[src/rtl/fxp_divider_if.sv]
// Request/response bundle for the fixed-point divider: operands and mode in,
// quotient, remainder and status flags out.
interface fxp_divider_if #(
  parameter int W  = 16,
  parameter int SW = $clog2(W)
);
  logic          start;
  logic [1:0]    mode;
  logic [W-1:0]  dividend;
  logic [W-1:0]  divisor;
  logic [SW-1:0] frac;
  logic          busy;
  logic          done;
  logic [W-1:0]  quot;
  logic [W-1:0]  rem;
  logic          ovf;
  logic          dz;

  modport master (
    output start, mode, dividend, divisor, frac,
    input  busy, done, quot, rem, ovf, dz
  );

  modport slave (
    input  start, mode, dividend, divisor, frac,
    output busy, done, quot, rem, ovf, dz
  );
endinterface

[src/rtl/fxp_divider.sv]
// Sequential signed fixed-point divider: (a * 2^f) / b by restoring division,
// one quotient bit per clock, with optional round-half-away and saturation.
module fxp_divider #(
  parameter int W  = 16,
  parameter int SW = $clog2(W)
) (
  input  logic        clk,
  input  logic        rst,
  fxp_divider_if.slave bus
);
  localparam logic [1:0] S_IDLE = 2'd0;
  localparam logic [1:0] S_RUN  = 2'd1;
  localparam logic [1:0] S_FIX  = 2'd2;
  localparam int         CW     = $clog2(2 * W) + 1;

  logic [1:0]     state;
  logic [W-1:0]   num;        // |a| bits, consumed MSB first; the f trailing zeros shift in
  logic [W-1:0]   bmag;
  logic [W-1:0]   r;
  logic [2*W-1:0] q;
  logic [CW-1:0]  cnt;
  logic           sa, sb, rnd, done_pend;

  logic [W-1:0]   amag, dmag;
  logic [CW-1:0]  f_eff;
  logic [W:0]     trial, diff;
  logic           ge;
  logic [W-1:0]   r_next;
  logic           inc, neg, sat_pos, sat_neg;
  logic [2*W:0]   q_rnd;
  logic [W-1:0]   quot_fix, rem_fix;

  assign amag  = bus.dividend[W-1] ? (~bus.dividend + 1'b1) : bus.dividend;
  assign dmag  = bus.divisor[W-1]  ? (~bus.divisor + 1'b1)  : bus.divisor;
  assign f_eff = (int'(bus.frac) >= W) ? CW'(W - 1) : CW'(bus.frac);

  // One restoring step: shift the next numerator bit in, subtract if it fits.
  assign trial  = {r, num[W-1]};
  assign ge     = trial >= {1'b0, bmag};
  assign diff   = trial - {1'b0, bmag};
  assign r_next = ge ? diff[W-1:0] : trial[W-1:0];

  // Rounding, sign application and saturation, all evaluated in FIX.
  always_comb begin
    // NOTE: every output of this block gets a default first so no latch can be inferred.
    inc      = rnd && ({r, 1'b0} >= {1'b0, bmag});
    q_rnd    = {1'b0, q} + {{(2*W){1'b0}}, inc};
    neg      = sa ^ sb;
    sat_pos  = |q_rnd[2*W:W-1];
    sat_neg  = (|q_rnd[2*W:W]) || (q_rnd[W-1] && (|q_rnd[W-2:0]));
    quot_fix = q_rnd[W-1:0];
    if (!neg && sat_pos)
      quot_fix = {1'b0, {(W-1){1'b1}}};
    else if (neg && sat_neg)
      quot_fix = {1'b1, {(W-1){1'b0}}};
    else if (neg)
      quot_fix = ~q_rnd[W-1:0] + 1'b1;
    rem_fix  = sa ? (~r + 1'b1) : r;
  end

  assign bus.busy = (state != S_IDLE);

  // NOTE: sequential state uses non-blocking assignments so every register samples pre-edge values.
  always_ff @(posedge clk or posedge rst) begin
    if (rst) begin
      state     <= S_IDLE;
      num       <= '0;
      bmag      <= '0;
      r         <= '0;
      q         <= '0;
      cnt       <= '0;
      sa        <= 1'b0;
      sb        <= 1'b0;
      rnd       <= 1'b0;
      done_pend <= 1'b0;
      bus.done  <= 1'b0;
      bus.quot  <= '0;
      bus.rem   <= '0;
      bus.ovf   <= 1'b0;
      bus.dz    <= 1'b0;
    end else begin
      bus.done  <= done_pend;
      done_pend <= 1'b0;
      case (state)
        S_IDLE: begin
          if (bus.start) begin
            if (bus.mode == 2'b01 || bus.mode == 2'b10) begin
              bus.quot  <= (bus.mode == 2'b01) ? bus.dividend : bus.divisor;
              bus.rem   <= '0;
              bus.ovf   <= 1'b0;
              bus.dz    <= 1'b0;
              done_pend <= 1'b1;
            end else if (bus.divisor == '0) begin
              bus.quot  <= bus.dividend[W-1] ? {1'b1, {(W-1){1'b0}}} : {1'b0, {(W-1){1'b1}}};
              bus.rem   <= '0;
              bus.ovf   <= 1'b0;
              bus.dz    <= 1'b1;
              done_pend <= 1'b1;
            end else begin
              num   <= amag;
              bmag  <= dmag;
              sa    <= bus.dividend[W-1];
              sb    <= bus.divisor[W-1];
              rnd   <= bus.mode[1];
              r     <= '0;
              q     <= '0;
              cnt   <= CW'(W) + f_eff;
              state <= S_RUN;
            end
          end
        end
        S_RUN: begin
          num <= {num[W-2:0], 1'b0};
          r   <= r_next;
          q   <= {q[2*W-2:0], ge};
          cnt <= cnt - 1'b1;
          if (cnt == CW'(1)) state <= S_FIX;
        end
        S_FIX: begin
          bus.quot <= quot_fix;
          bus.rem  <= rem_fix;
          bus.ovf  <= neg ? sat_neg : sat_pos;
          bus.dz   <= 1'b0;
          bus.done <= 1'b1;
          state    <= S_IDLE;
        end
        default: state <= S_IDLE;
      endcase
    end
  end
endmodule
[src/flat_wrapper.sv]
// flat-port wrapper written by rule: the top's interface ports become plain ports
module fxp_divider_flat 
#(
  parameter int W  = 16,
  parameter int SW = $clog2(W)
)
  (clk, rst, bus_start, bus_mode, bus_dividend, bus_divisor, bus_frac, bus_busy, bus_done, bus_quot, bus_rem, bus_ovf, bus_dz);
  fxp_divider_if #(.W(W), .SW(SW)) bus_i ();
  input  logic clk;
  input  logic rst;
  input wire logic [$bits(bus_i.start)-1:0] bus_start;
  input wire logic [$bits(bus_i.mode)-1:0] bus_mode;
  input wire logic [$bits(bus_i.dividend)-1:0] bus_dividend;
  input wire logic [$bits(bus_i.divisor)-1:0] bus_divisor;
  input wire logic [$bits(bus_i.frac)-1:0] bus_frac;
  output wire logic [$bits(bus_i.busy)-1:0] bus_busy;
  output wire logic [$bits(bus_i.done)-1:0] bus_done;
  output wire logic [$bits(bus_i.quot)-1:0] bus_quot;
  output wire logic [$bits(bus_i.rem)-1:0] bus_rem;
  output wire logic [$bits(bus_i.ovf)-1:0] bus_ovf;
  output wire logic [$bits(bus_i.dz)-1:0] bus_dz;
  assign bus_i.start = bus_start;
  assign bus_i.mode = bus_mode;
  assign bus_i.dividend = bus_dividend;
  assign bus_i.divisor = bus_divisor;
  assign bus_i.frac = bus_frac;
  assign bus_busy = bus_i.busy;
  assign bus_done = bus_i.done;
  assign bus_quot = bus_i.quot;
  assign bus_rem = bus_i.rem;
  assign bus_ovf = bus_i.ovf;
  assign bus_dz = bus_i.dz;
  fxp_divider #(.W(W), .SW(SW)) u_core (.clk(clk), .rst(rst), .bus(bus_i));
endmodule
[config.mk]
export PLATFORM = sky130hd
export DESIGN_NAME = fxp_divider_flat
export DESIGN_NICKNAME = d
export VERILOG_FILES = /design/src/rtl/fxp_divider_if.sv /design/src/rtl/fxp_divider.sv /design/src/flat_wrapper.sv
export SDC_FILE = /design/constraint.sdc
export NUM_CORES = 1
export LEC_CHECK = 0
export ABC_AREA = 1
export CORE_MARGIN = 2
export CORE_UTILIZATION = 59
export CTS_CLUSTER_DIAMETER = 50
export DETAILED_ROUTE_END_ITERATION = 8
export PLACE_DENSITY = 0.79
export RECOVER_POWER = 50
export SYNTH_ARGS = -nofsm -noshare
export SYNTH_HDL_FRONTEND = slang
export SYNTH_SLANG_ARGS = --single-unit
[constraint.sdc]
create_clock -name clk -period 4.54 [get_ports clk]
set_input_delay 0.681 -clock clk [delete_from_list [all_inputs] [get_ports clk]]
set_output_delay 0.681 -clock clk [all_outputs]
set_load 0.01 [all_outputs]
==> summary.md <==
| Metric | Value |
|---|---|
| Status | complete, but fails checks |
| Failing checks | max-capacitance violations, max-slew violations |
| Routed WL per cell | ~16 µm |
| Die height | 126.4 µm |
| RSZ-0062 raised after global routing | no |
| Fin Setup TNS | 0 ns |
| Total wire length | 25.33 mm |
| Avg Cell Area, Syn | 6.928 µm² |
| TritonCTS Buffers | 17 |
| Post-CTS Hold Buffers | 0 |
| Overflow after GRT | 0 |
| Period Utilization, post-route | between 80% and 90% |
| Max cap viols | 1 |
| Yosys warns | 0 |
| Fin. Hold Viols | 0 |
| Max Freq | 248.2 MHz |
| Finish-stage setup viols | 0 |
| Yosys cell types | 48 |
| Fillers | 1,201 |
| Worst setup path class | reg -> reg |
| DR iter-0 viols | about 1.1k |
| Clock-pin slew on the worst setup and hold paths | 0.06 ns |
| Die W | 126.4 µm |
| Top_reg_cell synth | dfrtp_1 |
| Slew HR | -89.62% |
| # Post-CTS Setup Buffers | 0 |
| Initial antenna violation count | 0 |
| Largest net degree at the start of global routing | 74 |
| Power Density | 788.6 nW/µm² |
| Post-layout min period | 4.030 ns |
| Post_cts resized | 0 |
| Detailed placement HPWL | approximately 19 mm |
| Post-route ant nets | 0 |
| First-pass GRT wire length | 41.34 mm |
| GRT Overall Usage | roughly 33% |
| # rows | 44 |
| PnR worst setup slack | 0.5104 ns |
| Longest Clk Path Bufs | 2 |
| CTS tree | yes |
| Nature of the critical path startpoint | flop |
| Syn_nets | 1,342 |
| Ant diodes | 0 |
| Ratio of cells with drive above 1 in the final layout | between 6 and 7% |
| CP endpoint kind | flop |
| Worst vdd ir | ~0.38 mV |
| Post-layout util | a little under three quarters |
| Gate Count Post-Synth | 1,275 |
| PortBufs | between 70 and 80 |
| Layout area overhead | 17.82% |
| Mapped Area | a little under 9000 µm² |
| Critical Path AT | ~4.4 ns |
| Drt first pass iters | 6 |
| Vias in the first global route | between 8k and 9k |
| IO Count | just under 80 |
| Clock Sinks | 127 |
| Nets@finish | 1,407 |
| Tightest Pin Transition | around 2.8 ns |
| Final Wtd Congestion | around 0.99 |
| Path type of the worst min-delay path | reg -> reg |
| Root buffer cell | clkbuf_16 |
| Hold WS | around 0.47 ns |
| CORE AREA | 14,590 µm² |
| Sequential cell area fraction in the yosys report | a little over a third |
| Drt drc | 0 |
| Starting Density | between 60 and 70% |
| Vias post-DR | ~9k |
| Post-synth EDFFs | 0 |
| Slew Viols, Final | 74 |
| Vias per Instance | a little under 6 |
| H-tree depth | 4 |
| Die footprint | 15,970 µm² |
| P_leak | around 0.0049 µW |
| CP required | ~4.9 ns |
| #FFs+latches synth | approximately 130 |
| Worst Path Max Fanout | 15 |
| Final setup skew | about 0.0073 ns |
| Async SR Flop Fraction | between 90% and 100% |
| Clk_lat worst skew | around 0.43 ns |
| Pre-CTS setup slack | 0.5891 ns |
[power by group]
| part | internal (µW) | total [µW] | switching [µW] |
|---|---|---|---|
| clock | 987 | 1530 | 540 |
| sequential | 1660 | 2120 | 467 |
| combinational | 1690 | 4560 | 2870 |
[through the flow]
stage          instances  power, µW  instance area, µm²
2_1_floorplan       1275       5296                8833
3_3_place_gp        1505       6479                9771
3_5_place_dp        1505       6551                9771
4_1_cts             1537       8139               10420
5_1_grt             1537       8878               10410
6_report            1537       8207               10410
[final timing paths]
check                                        from                   to  slack, ns  cells after the start
worst min-delay path            u_core.bus.rem[8]    u_core.bus.rem[8]       0.47                      2
worst min register to register  u_core.bus.rem[8]    u_core.bus.rem[8]       0.47                      2
worst max register to register        u_core.r[5]  u_core.bus.quot[12]       0.51                     23
max in group asynchronous                     rst         u_core.q[20]       1.03                      3
worst max-delay path                  u_core.r[5]  u_core.bus.quot[12]       0.51                     23
min in group asynchronous                     rst        u_core.num[6]       1.71                      2
[metal layers]
layer / vias to the layer above / track usage, % / wire (µm)
met5: - / 0 / 0
met4: 0 / 12.09 / 707
met3: 60 / 7.043 / 2526
met2: 477 / 47.63 / 10780
met1: 4188 / 48.00 / 11320
li1: 4281 / - / -
[synth_stat cells (2+ instances only)]
cell | count | area [µm²]
a32o_1 | 5 | 50.05
buf_2 | 4 | 20.02
o21a_1 | 2 | 15.01
clkbuf_1 | 32 | 120.1
a21oi_1 | 25 | 125.1
or2_2 | 6 | 37.54
o211ai_1 | 34 | 255.2
o22ai_1 | 40 | 250.2
buf_6 | 3 | 33.78
ha_1 | 25 | 312.8
nor3_1 | 17 | 85.08
nor2_4 | 5 | 56.30
xnor2_1 | 12 | 105.1
a21o_1 | 2 | 15.01
nand2_4 | 2 | 22.52
nand4_1 | 13 | 81.33
buf_1 | 3 | 11.26
dfrtp_1 | 127 | 3178
nand2_2 | 6 | 37.54
o21ai_0 | 87 | 435.4
nor2_1 | 108 | 405.4
xor2_1 | 38 | 332.8
a31oi_1 | 18 | 112.6
nand2_1 | 396 | 1486
nor4_1 | 5 | 31.28
inv_1 | 163 | 611.8
o21bai_1 | 4 | 30.03
nand3_1 | 62 | 310.3
nor2_2 | 12 | 75.07
[state kept, by name, summed over array words and instances (netlist names), 2 cells and up]
register / cells
u_core.bmag: 16
u_core.num: 16
u_core.bus.quot: 16
u_core.r: 16
u_core.bus.rem: 16
u_core.q: 32
u_core.cnt: 6
u_core.state: 2
[critical path, stage by stage (launching register included)]
cell	delay [ns]
dfrtp_1	0.45
ha_1	0.38
nand2_1	0.09
nor2_1	0.13
inv_1	0.08
nor4_1	0.26
o21a_1	0.18
ha_1	0.30
ha_1	0.27
nand2_2	0.09
nor2_4	0.18
nand2_2	0.11
nor2_4	0.17
nand2_2	0.05
nand2_1	0.05
nand2_1	0.05
nor2_1	0.11
nand2_1	0.08
nor2_1	0.12
nand3_2	0.12
a21oi_4	0.38
nand2_1	0.13
nand2_1	0.08
nand2_1	0.05
[layout make-up]
class / count / area, µm² / share of cell area, %
Multi-Input combinational cell: 940 / 4857 / 46.67
Timing Repair Buffer: 89 / 870.8 / 8.367
Tap cell: 184 / 230.2 / 2.212
Sequential cell: 127 / 3178 / 30.54
Clock buffer: 18 / 439.2 / 4.220
Inverter: 165 / 619.3 / 5.951
Clock inverter: 14 / 212.7 / 2.044
[logic make-up after synthesis]
group / after synthesis / share of synthesized area [%]
buffers and inverters: 208 / 9.207
adders and majority gates: 26 / 3.768
DFF: 127 / 35.98
and+or+nand+nor: 637 / 30.37
xor gates and xnor gates: 51 / 5.142
AOI/OAI and AO/OA: 226 / 15.54
[placed cells by master (no fill, tap or decap), drive strengths merged]
| master | n |
|---|---|
| o22ai | 40 |
| nand3b | 1 |
| a21boi | 1 |
| xor2 | 39 |
| clkinvlp | 4 |
| nor4 | 5 |
| nand4 | 13 |
| or2 | 6 |
| a21o | 2 |
| clkdlybuf4s50 | 58 |
| dfrtp | 127 |
| nor3 | 18 |
| dlygate4sd3 | 18 |
| o21bai | 4 |
| o211ai | 34 |
| buf | 9 |
| o2111ai | 1 |
| o21a | 2 |
| bufinv | 5 |
| nor2 | 126 |
| a21oi | 27 |
| nand2 | 404 |
| a22o | 1 |
| fa | 1 |
| o311ai | 1 |
| inv | 165 |
| a32o | 5 |
| o221ai | 1 |
| a22oi | 1 |
| and2 | 1 |
| ha | 25 |
| a31oi | 18 |
| xnor2 | 12 |
| o21ai | 88 |
| nand3 | 63 |
| clkbuf | 22 |
| clkinv | 5 |
No activity file was read; power rests on OpenSTA's default activity.
